`src/rtl/noc.sv`:
```
// -----------------------------------------------------------------------------
// noc: shared types and helpers for the 2D-mesh NoC router.
//
//   xy_t         packed {x, y} router coordinate
//   direction_t  one-hot output direction, bit index = noc port index
//   port_mask_t  per-port destination mask at the widest header size
//   xy_route()   dimension-ordered route from the next hop to one destination
// -----------------------------------------------------------------------------
package noc;

    localparam int kCoordW   = 4;
    localparam int kNumPorts = 5;
    localparam int kMaxDest  = 16;

    // Port indices; direction_t bit p selects port p.
    localparam int kPortLocal = 0;
    localparam int kPortNorth = 1;
    localparam int kPortEast  = 2;
    localparam int kPortSouth = 3;
    localparam int kPortWest  = 4;

    // Bit positions inside the {edge, self, onehot} error vector.
    localparam int kErrOnehot = 0;
    localparam int kErrSelf   = 1;
    localparam int kErrEdge   = 2;

    // Routing-order selection for X_FIRST.
    localparam bit kXFirst = 1'b1;
    localparam bit kYFirst = 1'b0;

    typedef struct packed {
        logic [kCoordW-1:0] x;
        logic [kCoordW-1:0] y;
    } xy_t;

    typedef logic [kNumPorts-1:0] direction_t;

    localparam direction_t go_local = 5'b00001;
    localparam direction_t go_north = 5'b00010;
    localparam direction_t go_east  = 5'b00100;
    localparam direction_t go_south = 5'b01000;
    localparam direction_t go_west  = 5'b10000;

    typedef logic [kMaxDest-1:0]       dest_mask_t;
    typedef dest_mask_t [kNumPorts-1:0] port_mask_t;

    // Dimension-ordered route: the first dimension that still differs wins,
    // and a destination matching the next hop in both dimensions ejects.
    function automatic direction_t xy_route(input xy_t next_pos, input xy_t dest,
                                            input bit x_first);
        direction_t x_dir;
        direction_t y_dir;
        direction_t result;
        x_dir = '0;
        y_dir = '0;
        if (dest.x < next_pos.x)      x_dir = go_west;
        else if (dest.x > next_pos.x) x_dir = go_east;
        if (dest.y < next_pos.y)      y_dir = go_north;
        else if (dest.y > next_pos.y) y_dir = go_south;
        if (x_first) result = (x_dir != '0) ? x_dir : y_dir;
        else         result = (y_dir != '0) ? y_dir : x_dir;
        if (result == '0) result = go_local;
        return result;
    endfunction

endpackage

```
`src/rtl/lookahead_route_calc.sv`:
```
// -----------------------------------------------------------------------------
// lookahead_route_calc: combinational core of the lookahead routing stage.
//
// Given the current router position and the one-hot direction the header
// takes out of this router, it derives the next-hop coordinate and, for every
// valid destination, the port that destination leaves the next-hop router on.
//
// Ports
//   position        current router coordinate (registered by the parent)
//   destination     per-destination coordinates
//   val             destination valid mask
//   current_routing one-hot direction of the current hop
//   next_routing    OR of all per-destination next-hop directions
//   port_mask       [port][dest] = destination routed to that port
//   err             {edge, self, onehot}
// -----------------------------------------------------------------------------
module lookahead_route_calc
    import noc::*;
#(
    parameter int DEST_SIZE = 6,
    parameter int MESH_X    = 8,
    parameter int MESH_Y    = 8,
    parameter bit X_FIRST   = kXFirst
) (
    input  xy_t                                 position,
    input  xy_t                                 destination [DEST_SIZE],
    input  logic [DEST_SIZE-1:0]                val,
    input  direction_t                          current_routing,
    output direction_t                          next_routing,
    output logic [kNumPorts-1:0][DEST_SIZE-1:0] port_mask,
    output logic [2:0]                          err
);

    localparam logic [kCoordW-1:0] kOne  = kCoordW'(1);
    localparam logic [kCoordW-1:0] kMaxX = kCoordW'(MESH_X - 1);
    localparam logic [kCoordW-1:0] kMaxY = kCoordW'(MESH_Y - 1);

    xy_t                  next_pos;
    logic                 hop_edge;
    logic                 any_val;
    logic                 onehot_ok;
    logic                 hop_local;
    logic                 route_en;
    logic [DEST_SIZE-1:0] is_self;
    direction_t           route [DEST_SIZE];

    assign any_val   = |val;
    assign onehot_ok = $onehot(current_routing);
    assign hop_local = (current_routing == go_local);
    // Leaving the mesh or ejecting here means the next router never sees it.
    assign route_en  = onehot_ok && !hop_local && !hop_edge;

    // Next-hop coordinate. The edge test is done on the current position so a
    // wrapped coordinate is never used to route.
    always_comb begin : next_hop
        // NOTE: every output of a combinational block gets a default first;
        // a path that leaves one unassigned would infer a latch.
        next_pos = position;
        hop_edge = 1'b0;
        case (current_routing)
            go_north: begin
                next_pos.y = position.y - kOne;
                hop_edge   = (position.y == '0);
            end
            go_south: begin
                next_pos.y = position.y + kOne;
                hop_edge   = (position.y == kMaxY);
            end
            go_west: begin
                next_pos.x = position.x - kOne;
                hop_edge   = (position.x == '0);
            end
            go_east: begin
                next_pos.x = position.x + kOne;
                hop_edge   = (position.x == kMaxX);
            end
            default: ;
        endcase
    end

    // A destination equal to this router should already have ejected here,
    // so it is dropped from the lookahead result instead of bouncing back.
    always_comb begin : per_dest
        is_self = '0;
        for (int i = 0; i < DEST_SIZE; i++) begin
            is_self[i] = val[i] && (destination[i] == position);
            route[i]   = '0;
            if (val[i] && route_en && !is_self[i])
                route[i] = xy_route(next_pos, destination[i], X_FIRST);
        end
    end

    always_comb begin : collect
        next_routing = '0;
        port_mask    = '0;
        for (int i = 0; i < DEST_SIZE; i++) begin
            next_routing = next_routing | route[i];
            for (int p = 0; p < kNumPorts; p++)
                port_mask[p][i] = route[i][p];
        end
    end

    assign err[kErrOnehot] = any_val && !onehot_ok;
    assign err[kErrEdge]   = any_val && onehot_ok && hop_edge;
    assign err[kErrSelf]   = onehot_ok && !hop_local && (|is_self);

endmodule

```
`src/rtl/lookahead_routing_mc.sv`:
```
// -----------------------------------------------------------------------------
// lookahead_routing_mc: registered multicast lookahead routing stage.
//
// Sits between input-unit header decode and the switch allocator. A header
// accepted on in_valid/in_ready produces, one cycle later, the next-hop
// directions and per-port destination masks for the downstream router.
//
// Ports
//   clk, rst            clock; asynchronous active-high reset
//   position            static router coordinate, registered every cycle
//   in_valid/in_ready   request handshake
//   in_destination      destination coordinates
//   in_val              destination valid mask
//   in_current_routing  one-hot direction of the current hop
//   out_valid/out_ready result handshake
//   out_next_routing    OR of per-destination next-hop directions
//   out_port_mask       [port][dest] destinations routed to each port
//   out_err             {edge, self, onehot} for this result
//   err_status          sticky OR of out_err over accepted results
//   clear_err           synchronous clear of err_status (wins over a set)
// -----------------------------------------------------------------------------
module lookahead_routing_mc
    import noc::*;
#(
    parameter int DEST_SIZE = 6,
    parameter int MESH_X    = 8,
    parameter int MESH_Y    = 8,
    parameter bit X_FIRST   = kXFirst
) (
    input  logic                                clk,
    input  logic                                rst,
    input  xy_t                                 position,
    input  logic                                in_valid,
    output logic                                in_ready,
    input  xy_t                                 in_destination [DEST_SIZE],
    input  logic [DEST_SIZE-1:0]                in_val,
    input  direction_t                          in_current_routing,
    output logic                                out_valid,
    input  logic                                out_ready,
    output direction_t                          out_next_routing,
    output logic [kNumPorts-1:0][DEST_SIZE-1:0] out_port_mask,
    output logic [2:0]                          out_err,
    output logic [2:0]                          err_status,
    input  logic                                clear_err
);

    xy_t                                 position_q;
    logic                                pos_ok;
    logic                                fire;
    direction_t                          calc_routing;
    logic [kNumPorts-1:0][DEST_SIZE-1:0] calc_mask;
    logic [2:0]                          calc_err;

    // The position strap is only trusted once it has been registered, which
    // gives one dead cycle after reset before the first request is taken.
    always_ff @(posedge clk or posedge rst) begin : pos_reg
        // NOTE: flops use non-blocking assignments so every register samples
        // pre-edge values regardless of block ordering.
        if (rst) begin
            position_q <= '0;
            pos_ok     <= 1'b0;
        end else begin
            position_q <= position;
            pos_ok     <= 1'b1;
        end
    end

    lookahead_route_calc #(
        .DEST_SIZE (DEST_SIZE),
        .MESH_X    (MESH_X),
        .MESH_Y    (MESH_Y),
        .X_FIRST   (X_FIRST)
    ) u_calc (
        .position        (position_q),
        .destination     (in_destination),
        .val             (in_val),
        .current_routing (in_current_routing),
        .next_routing    (calc_routing),
        .port_mask       (calc_mask),
        .err             (calc_err)
    );

    // Single-entry pipeline: a new header is taken whenever the held result
    // is absent or leaving this cycle, which sustains one result per cycle.
    assign in_ready = pos_ok && (!out_valid || out_ready);
    assign fire     = in_valid && in_ready;

    always_ff @(posedge clk or posedge rst) begin : out_reg
        if (rst) begin
            out_valid        <= 1'b0;
            out_next_routing <= '0;
            out_port_mask    <= '0;
            out_err          <= '0;
        end else if (fire) begin
            out_valid        <= 1'b1;
            out_next_routing <= calc_routing;
            out_port_mask    <= calc_mask;
            out_err          <= calc_err;
        end else if (out_ready) begin
            out_valid        <= 1'b0;
        end
    end

    always_ff @(posedge clk or posedge rst) begin : err_reg
        if (rst)
            err_status <= '0;
        else if (clear_err)
            err_status <= '0;
        else if (out_valid && out_ready)
            err_status <= err_status | out_err;
    end

endmodule

```
`config.mk`:
```
export PLATFORM = sky130hd
export DESIGN_NAME = lookahead_routing_mc
export DESIGN_NICKNAME = d
export VERILOG_FILES = /design/src/rtl/noc.sv /design/src/rtl/lookahead_route_calc.sv /design/src/rtl/lookahead_routing_mc.sv
export SDC_FILE = /design/constraint.sdc
export NUM_CORES = 1
export LEC_CHECK = 0
export CORE_UTILIZATION = 50
export DETAILED_ROUTE_END_ITERATION = 12
export GPL_ROUTABILITY_DRIVEN = 0
export PLACE_DENSITY_LB_ADDON = 0.08
export SYNTH_ARGS = -nofsm -noshare
export SYNTH_HDL_FRONTEND = slang
export SYNTH_SLANG_ARGS = --single-unit
```
`constraint.sdc`:
```
create_clock -name clk -period 3.8 [get_ports clk]
set_input_delay 0.76 -clock clk [delete_from_list [all_inputs] [get_ports clk]]
set_output_delay 0.76 -clock clk [all_outputs]
set_load 0.02 [all_outputs]
```
==> results of run 1 <==
-- synthesized netlist by cell type (all sizes together), types with 8 or more instances --
library cell,count,area (sq um)
nand2,93,349
xor2,25,234
xnor2,47,412
nor2,32,128
a21oi,17,88.8
ha,44,551
inv,41,154
dfrtp,51,1280
clkbuf,8,30.0
a31oi,11,68.8
o31ai,9,67.6
o21ai,35,183
nor2b,10,62.6
buf,14,90.1
nand4,11,75.1
nand3,20,105
-- registers in the layout (all words and copies together), names as in the netlist --
| name | count |
|---|---|
| out_err | 3 |
| position_q | 8 |
| out_next_routing | 5 |
| out_port_mask | 30 |
| pos_ok | 1 |
| err_status | 3 |
| out_valid | 1 |
-- routing by layer --
metal	track usage, %	routed length (um)	up-vias
li1	-	-	2528
met1	41.0	6930	2615
met2	57.6	8430	359
met3	3.59	1320	74
met4	14.7	909	0
met5	0	0	-
-- logic make-up after synthesis --
family | after synthesis | share of synthesized area, %
AND/OR/NAND/NOR | 216 | 22.7
AO/OA/AOI/OAI | 125 | 18.0
XOR/XNOR | 72 | 13.1
buffers and inverters | 63 | 5.55
adder cells (fa/ha/maj) | 54 | 14.0
flip-flops | 51 | 25.9
multiplexers | 3 | 0.760
other | 1 | 0.0760
-- power groups by stage --
stage                     clock network [mW]  registers (mW)  logic [mW]
after floorplan                            0           0.635       0.388
after global placement                     0           0.611       0.776
after detailed placement                   0           0.613       0.799
after CTS                              0.401           0.602       0.840
after global routing                   0.416           0.607       0.981
final                                  0.398           0.603       0.917
-- critical path, cell delays in order --
cell      delay [ns]
buf_6           0.10
inv_4           0.05
ha_4            0.14
nand3_4         0.15
ha_4            0.26
a21oi_4         0.19
a21oi_4         0.08
a31oi_2         0.18
xor2_1          0.12
buf_4           0.20
ha_4            0.27
or3b_4          0.37
o211ai_1        0.31
nand4_1         0.22
nor4_2          0.32
buf_4           0.18
nor4b_4         0.05
a41oi_2         0.17
-- worst min path at each step --
stage	slack (ns)	endpoint	startpoint
after floorplan	0.58	out_port_mask[20]$_DFFE_PP0P_	out_port_mask[20]$_DFFE_PP0P_
after global placement	0.45	out_port_mask[23]$_DFFE_PP0P_	out_port_mask[23]$_DFFE_PP0P_
after detailed placement	0.46	out_port_mask[16]$_DFFE_PP0P_	out_port_mask[16]$_DFFE_PP0P_
after CTS	0.49	out_port_mask[16]$_DFFE_PP0P_	out_port_mask[16]$_DFFE_PP0P_
after global routing	0.50	out_port_mask[18]$_DFFE_PP0P_	out_port_mask[18]$_DFFE_PP0P_
final	0.48	out_port_mask[27]$_DFFE_PP0P_	out_port_mask[27]$_DFFE_PP0P_
-- area by class of cell --
type	count	area (sq um)	area share, %
Multi-Input combinational cell	471	3810	49.9
Timing Repair Buffer	240	2120	27.7
Sequential cell	51	1280	16.7
Inverter	41	164	2.15
Tap cell	129	161	2.11
Clock buffer	5	68.8	0.901
Clock inverter	2	37.5	0.492
-- what timing repair did --
action	CTS	global route
buffers inserted	12	8
endpoints found under the hold margin	0	0
hold buffers	0	0
endpoints found under the setup margin	30	24
gates resized for setup	50	52
pin swaps	23	31
==> results.sh, run 1 <==
export IMPL_p_sw_share_pct=36.4
export IMPL_rows=35
export IMPL_worstPathMaxFanout=5
export IMPL_die_area_sq_um=10300
export IMPL_final_antenna_net_count=0
export IMPL_cts_buffers=5
export IMPL_drc=0
export IMPL_die_w_um=101
export IMPL_rsz0062_at_grt="yes"
export IMPL_drive_gt1_share_pct=27.7
export IMPL_grt_usage_pct=33.0
export IMPL_grt_max_degree=52
export IMPL_worst_ir_drop_vdd_uv=175
export IMPL_clock_skew_ns=0.0130
export IMPL_violations="negative setup slack"
export IMPL_cts_max_level=2
export IMPL_worst_pin_slew_ns=1.10
export IMPL_vias_per_cell=5.94
export IMPL_area_delta_synth_final_pct=54.7
export IMPL_p_per_area_nw_per_um2=251
export IMPL_syn_inst=585
export IMPL_setup_violations=2
export IMPL_crit_start="in_current_routing[3]"
export IMPL_synth_edf_count=0
export IMPL_r2r_end="out_next_routing[0]$_DFFE_PP0P_"
export IMPL_place_area_sq_um=7030
export IMPL_mostFrequentLayoutCells="buf_4 (121), clkdlybuf4s50_1 (109), nand2_1 (93)"
export IMPL_cts_sinks=51
export IMPL_vias=5576
export IMPL_power_share_sequential_pct=31.4
export IMPL_cp_endpoint="out_next_routing[0]$_DFFE_PP0P_"
export IMPL_dp_hpwl_um=13000
export IMPL_syn_nets=705
export IMPL_holdPathStages=2
export IMPL_die_height_um=101
export IMPL_wirelength_um=17600
export IMPL_nets=930
export IMPL_p_int_mw=1.22
export IMPL_fillers=597
export IMPL_final_cell_area_sq_um=7630
export IMPL_finalHoldViolCount=0
export IMPL_ioPinCount=115
export IMPL_p_total_mw=1.92
export IMPL_clockBufferDepth=2
export IMPL_drv_slew=0
export IMPL_setup_tns_final_ns=-0.122
export IMPL_status="complete, but fails checks"
export IMPL_clock_latency_ns=0.32
export IMPL_synthArstFlopShare_pct=100
export IMPL_path_class="in2reg"
export IMPL_r2r_slack_ns=0.33
export IMPL_avgSynthCellArea_sq_um=8.44
export IMPL_clkTransAtPathRegs_ns=0.11
export IMPL_io_buffer_count=114
export IMPL_end_kind="flip-flop"
export IMPL_final_core_util_pct=81.1
export IMPL_diodes=0
export IMPL_place_ws_ns=-0.972
export IMPL_finalCriticalPeriod_ns=3.87
export IMPL_initial_core_util_pct=52.4
export IMPL_clkPwrFrac_pct=20.8
export IMPL_antenna_found_initial=0
export IMPL_worstPathArrival_ns=4.11
export IMPL_cts_root_buf="clkbuf_8"
export IMPL_slew_limit_headroom_pct=26.7
export IMPL_synth_seq_area_share_pct=25.9
export IMPL_drv_cap=0
export IMPL_combPwrFrac_pct=47.8
export IMPL_r2r_start="position_q[6]$_DFF_PP0_"
export IMPL_ys_seq_elements=51
export IMPL_synth_ff_type="dfrtp_1"
export IMPL_cts_tree="done"
export IMPL_grt_overflow=0
export IMPL_period_share_pct=102
export IMPL_crit_path_start_kind="primary input"
export IMPL_cp_data_required_time_ns=4.04
export IMPL_max_freq_mhz=259
export IMPL_core_sq_um=9420
export IMPL_ys_warnings_count=0
export IMPL_hp_class="reg2reg"
export IMPL_grt_pass1_vias=5211
export IMPL_grt_first_pass_wirelength_um=26000
export IMPL_dp_cells=919
export IMPL_layout_commonest_cell="buf_4"
export IMPL_fin_ws_ns=-0.0662
export IMPL_netlist_area_sq_um=4940
export IMPL_drt_pass1_iter_count=5
export IMPL_hold_ws_ns=0.483
export IMPL_leakage_nw=3.34
export IMPL_wl_per_cell_um=18.7
export IMPL_switchingPower_mw=0.699
export IMPL_reg2reg_depth=14
export IMPL_drt_initial_drc_count=420
export IMPL_final_cells=939
export IMPL_ys_types=80
(Power assumes the default switching activity.)
==> run 2: changes to the inputs <==
GPL_TIMING_DRIVEN = 0   (was default)
==> run 2 against run 1 <==
- the run now ends clean
- sequential cell count unchanged
- die area did not move
- core utilization down 6.0 points
- cell count is 7.0% lower
- critical path type unchanged
- first-iteration DRC count down 29%
- count of clock-buffer cells in the layout grew 1
- fmax increased by 2.4%
- worst setup slack improved by 0.091 ns
- critical endpoint unchanged
==> results.sh, run 2 (synthesized netlist as in run 1, its figures left out) <==
export IMPL_status="finished, final reports clean"
export IMPL_p_per_area_nw_per_um2=250
export IMPL_final_cells=873
export IMPL_hp_class="reg2reg"
export IMPL_final_core_util_pct=75.1
export IMPL_r2r_start="position_q[4]$_DFF_PP0_"
export IMPL_nets=863
export IMPL_grt_first_pass_wirelength_um=25300
export IMPL_ioPinCount=115
export IMPL_cts_tree="done"
export IMPL_final_antenna_net_count=0
export IMPL_die_w_um=101
export IMPL_area_delta_synth_final_pct=43.2
export IMPL_drt_pass1_iter_count=5
export IMPL_slew_limit_headroom_pct=62.5
export IMPL_vias_per_cell=5.93
export IMPL_dp_cells=829
export IMPL_clock_skew_ns=0.00962
export IMPL_clockBufferDepth=2
export IMPL_regArea_sq_um=1280
export IMPL_clkTransAtPathRegs_ns=0.11
export IMPL_rows=35
export IMPL_initial_core_util_pct=52.4
export IMPL_drv_slew=0
export IMPL_core_sq_um=9420
export IMPL_grt_usage_pct=32.1
export IMPL_die_area_sq_um=10300
export IMPL_reg_top3="out_port_mask (30), position_q (8), out_next_routing (5)"
export IMPL_path_class="in2reg"
export IMPL_largest_register_ffs=30
export IMPL_drv_cap=0
export IMPL_fillers=693
export IMPL_end_kind="flip-flop"
export IMPL_regMostFlops="out_port_mask"
export IMPL_drt_initial_drc_count=297
export IMPL_grt_overflow=0
export IMPL_cp_data_required_time_ns=4.04
export IMPL_crit_path_start_kind="primary input"
export IMPL_cts_root_buf="clkbuf_8"
export IMPL_grt_max_degree=40
export IMPL_finalCriticalPeriod_ns=3.78
export IMPL_drive_gt1_share_pct=19.2
export IMPL_diodes=0
export IMPL_dp_hpwl_um=12500
export IMPL_worst_ir_drop_vdd_uv=167
export IMPL_antenna_found_initial=0
export IMPL_cts_max_level=2
export IMPL_layout_commonest_cell="clkdlybuf4s50_1"
export IMPL_worst_pin_slew_ns=0.562
export IMPL_leakage_nw=2.98
export IMPL_worstPathMaxFanout=5
export IMPL_wirelength_um=16400
export IMPL_cts_buffers=5
export IMPL_drc=0
export IMPL_die_height_um=101
export IMPL_io_buffer_count=114
export IMPL_worstPathArrival_ns=4.02
export IMPL_crit_start="in_current_routing[1]"
export IMPL_wl_per_cell_um=18.8
export IMPL_vias=5177
export IMPL_period_share_pct=99.4
export IMPL_hold_start="out_port_mask[22]$_DFFE_PP0P_"
export IMPL_mostFrequentLayoutCells="clkdlybuf4s50_1 (109), nand2_1 (91), dfrtp_1 (51)"
export IMPL_multi_input_area_sq_um=3820
export IMPL_setup_violations=0
export IMPL_cts_sinks=51
export IMPL_finalHoldViolCount=0
export IMPL_max_freq_mhz=265
export IMPL_clock_latency_ns=0.31
export IMPL_grt_pass1_vias=5080
-- run 2: cell count changes in the layout (fill, tap and decap cells not counted), sizes merged --
| cell | delta |
|---|---|
| bufinv | -1 |
| clkbuf | +9 |
| clkinv | +1 |
| buf | -75 |
-- run 2: worst paths after layout --
path	end	slack, ns	cells past startpoint
worst max-delay path	out_next_routing[0]$_DFFE_PP0P_	0.02	18
worst min-delay path	out_port_mask[22]$_DFFE_PP0P_	0.48	2
worst max register to register	out_next_routing[0]$_DFFE_PP0P_	0.27	14
worst min register to register	out_port_mask[22]$_DFFE_PP0P_	0.48	2
max in group asynchronous	out_port_mask[23]$_DFFE_PP0P_	2.54	3
min in group asynchronous	out_port_mask[12]$_DFFE_PP0P_	0.73	2
-- run 2: per-layer routing --
layer,vias up,part of all wire [%],track usage (%)
li1,2392,-,-
met1,2464,42,40.4
met2,262,48,55.4
met3,59,6.4,4.07
met4,0,4.2,14.3
met5,-,0,0
-- run 2: area by class of cell --
type / instances / area share, %
plain buffers: 21 / 1.59
clock buffers: 6 / 1.17
clock inverters: 2 / 0.230
inverters: 41 / 2.35
multi-input cells: 471 / 54.1
flip-flops and latches: 51 / 18.1
well taps: 129 / 2.28
repair buffers: 152 / 20.2
-- run 2: repair_timing --
item                                    CTS  global route
endpoints found under the setup margin   35            19
resized for setup                        58            39
setup buffers                            23            15
pin swaps                                28            27
hold buffers                              0             0
-- run 2: where the power goes --
group	switching, mW	internal (mW)	total, mW	leakage, nW
Sequential	0.0202	0.574	0.594	0.675
Combinational	0.445	0.371	0.816	2.25
Clock	0.205	0.149	0.354	0.0474
Total	0.670	1.09	1.76	2.98
-- run 2: worst max-delay path, stage by stage --
cell and delay, ns:
buf_4 0.13, inv_4 0.06, ha_4 0.17, nand3_4 0.15, ha_4 0.33, nand3_4 0.09
a21oi_2 0.18, a31oi_2 0.07, xor2_2 0.22, buf_4 0.17, ha_4 0.26, or3b_4 0.36
o211ai_1 0.29, nand4_1 0.15, buf_6 0.15, nor4_4 0.25, nor4b_4 0.10, a41oi_2 0.13
-- run 2: per-stage QoR --
step / power [mW] / cell area, sq um / worst slack [ns] / hold slack [ns] / setup TNS, ns
global route: 1.85 / 7070 / -0.0276 / 0.510 / -0.0609
floorplan: 1.02 / 4990 / 0.0184 / 0.583 / 0
CTS: 1.71 / 6810 / 0.00402 / 0.477 / 0
global placement: 1.27 / 6290 / -1.35 / 0.451 / -25.80
detailed placement: 1.29 / 6310 / -1.46 / 0.455 / -28.59
finish: 1.76 / 7070 / 0.0244 / 0.476 / 0
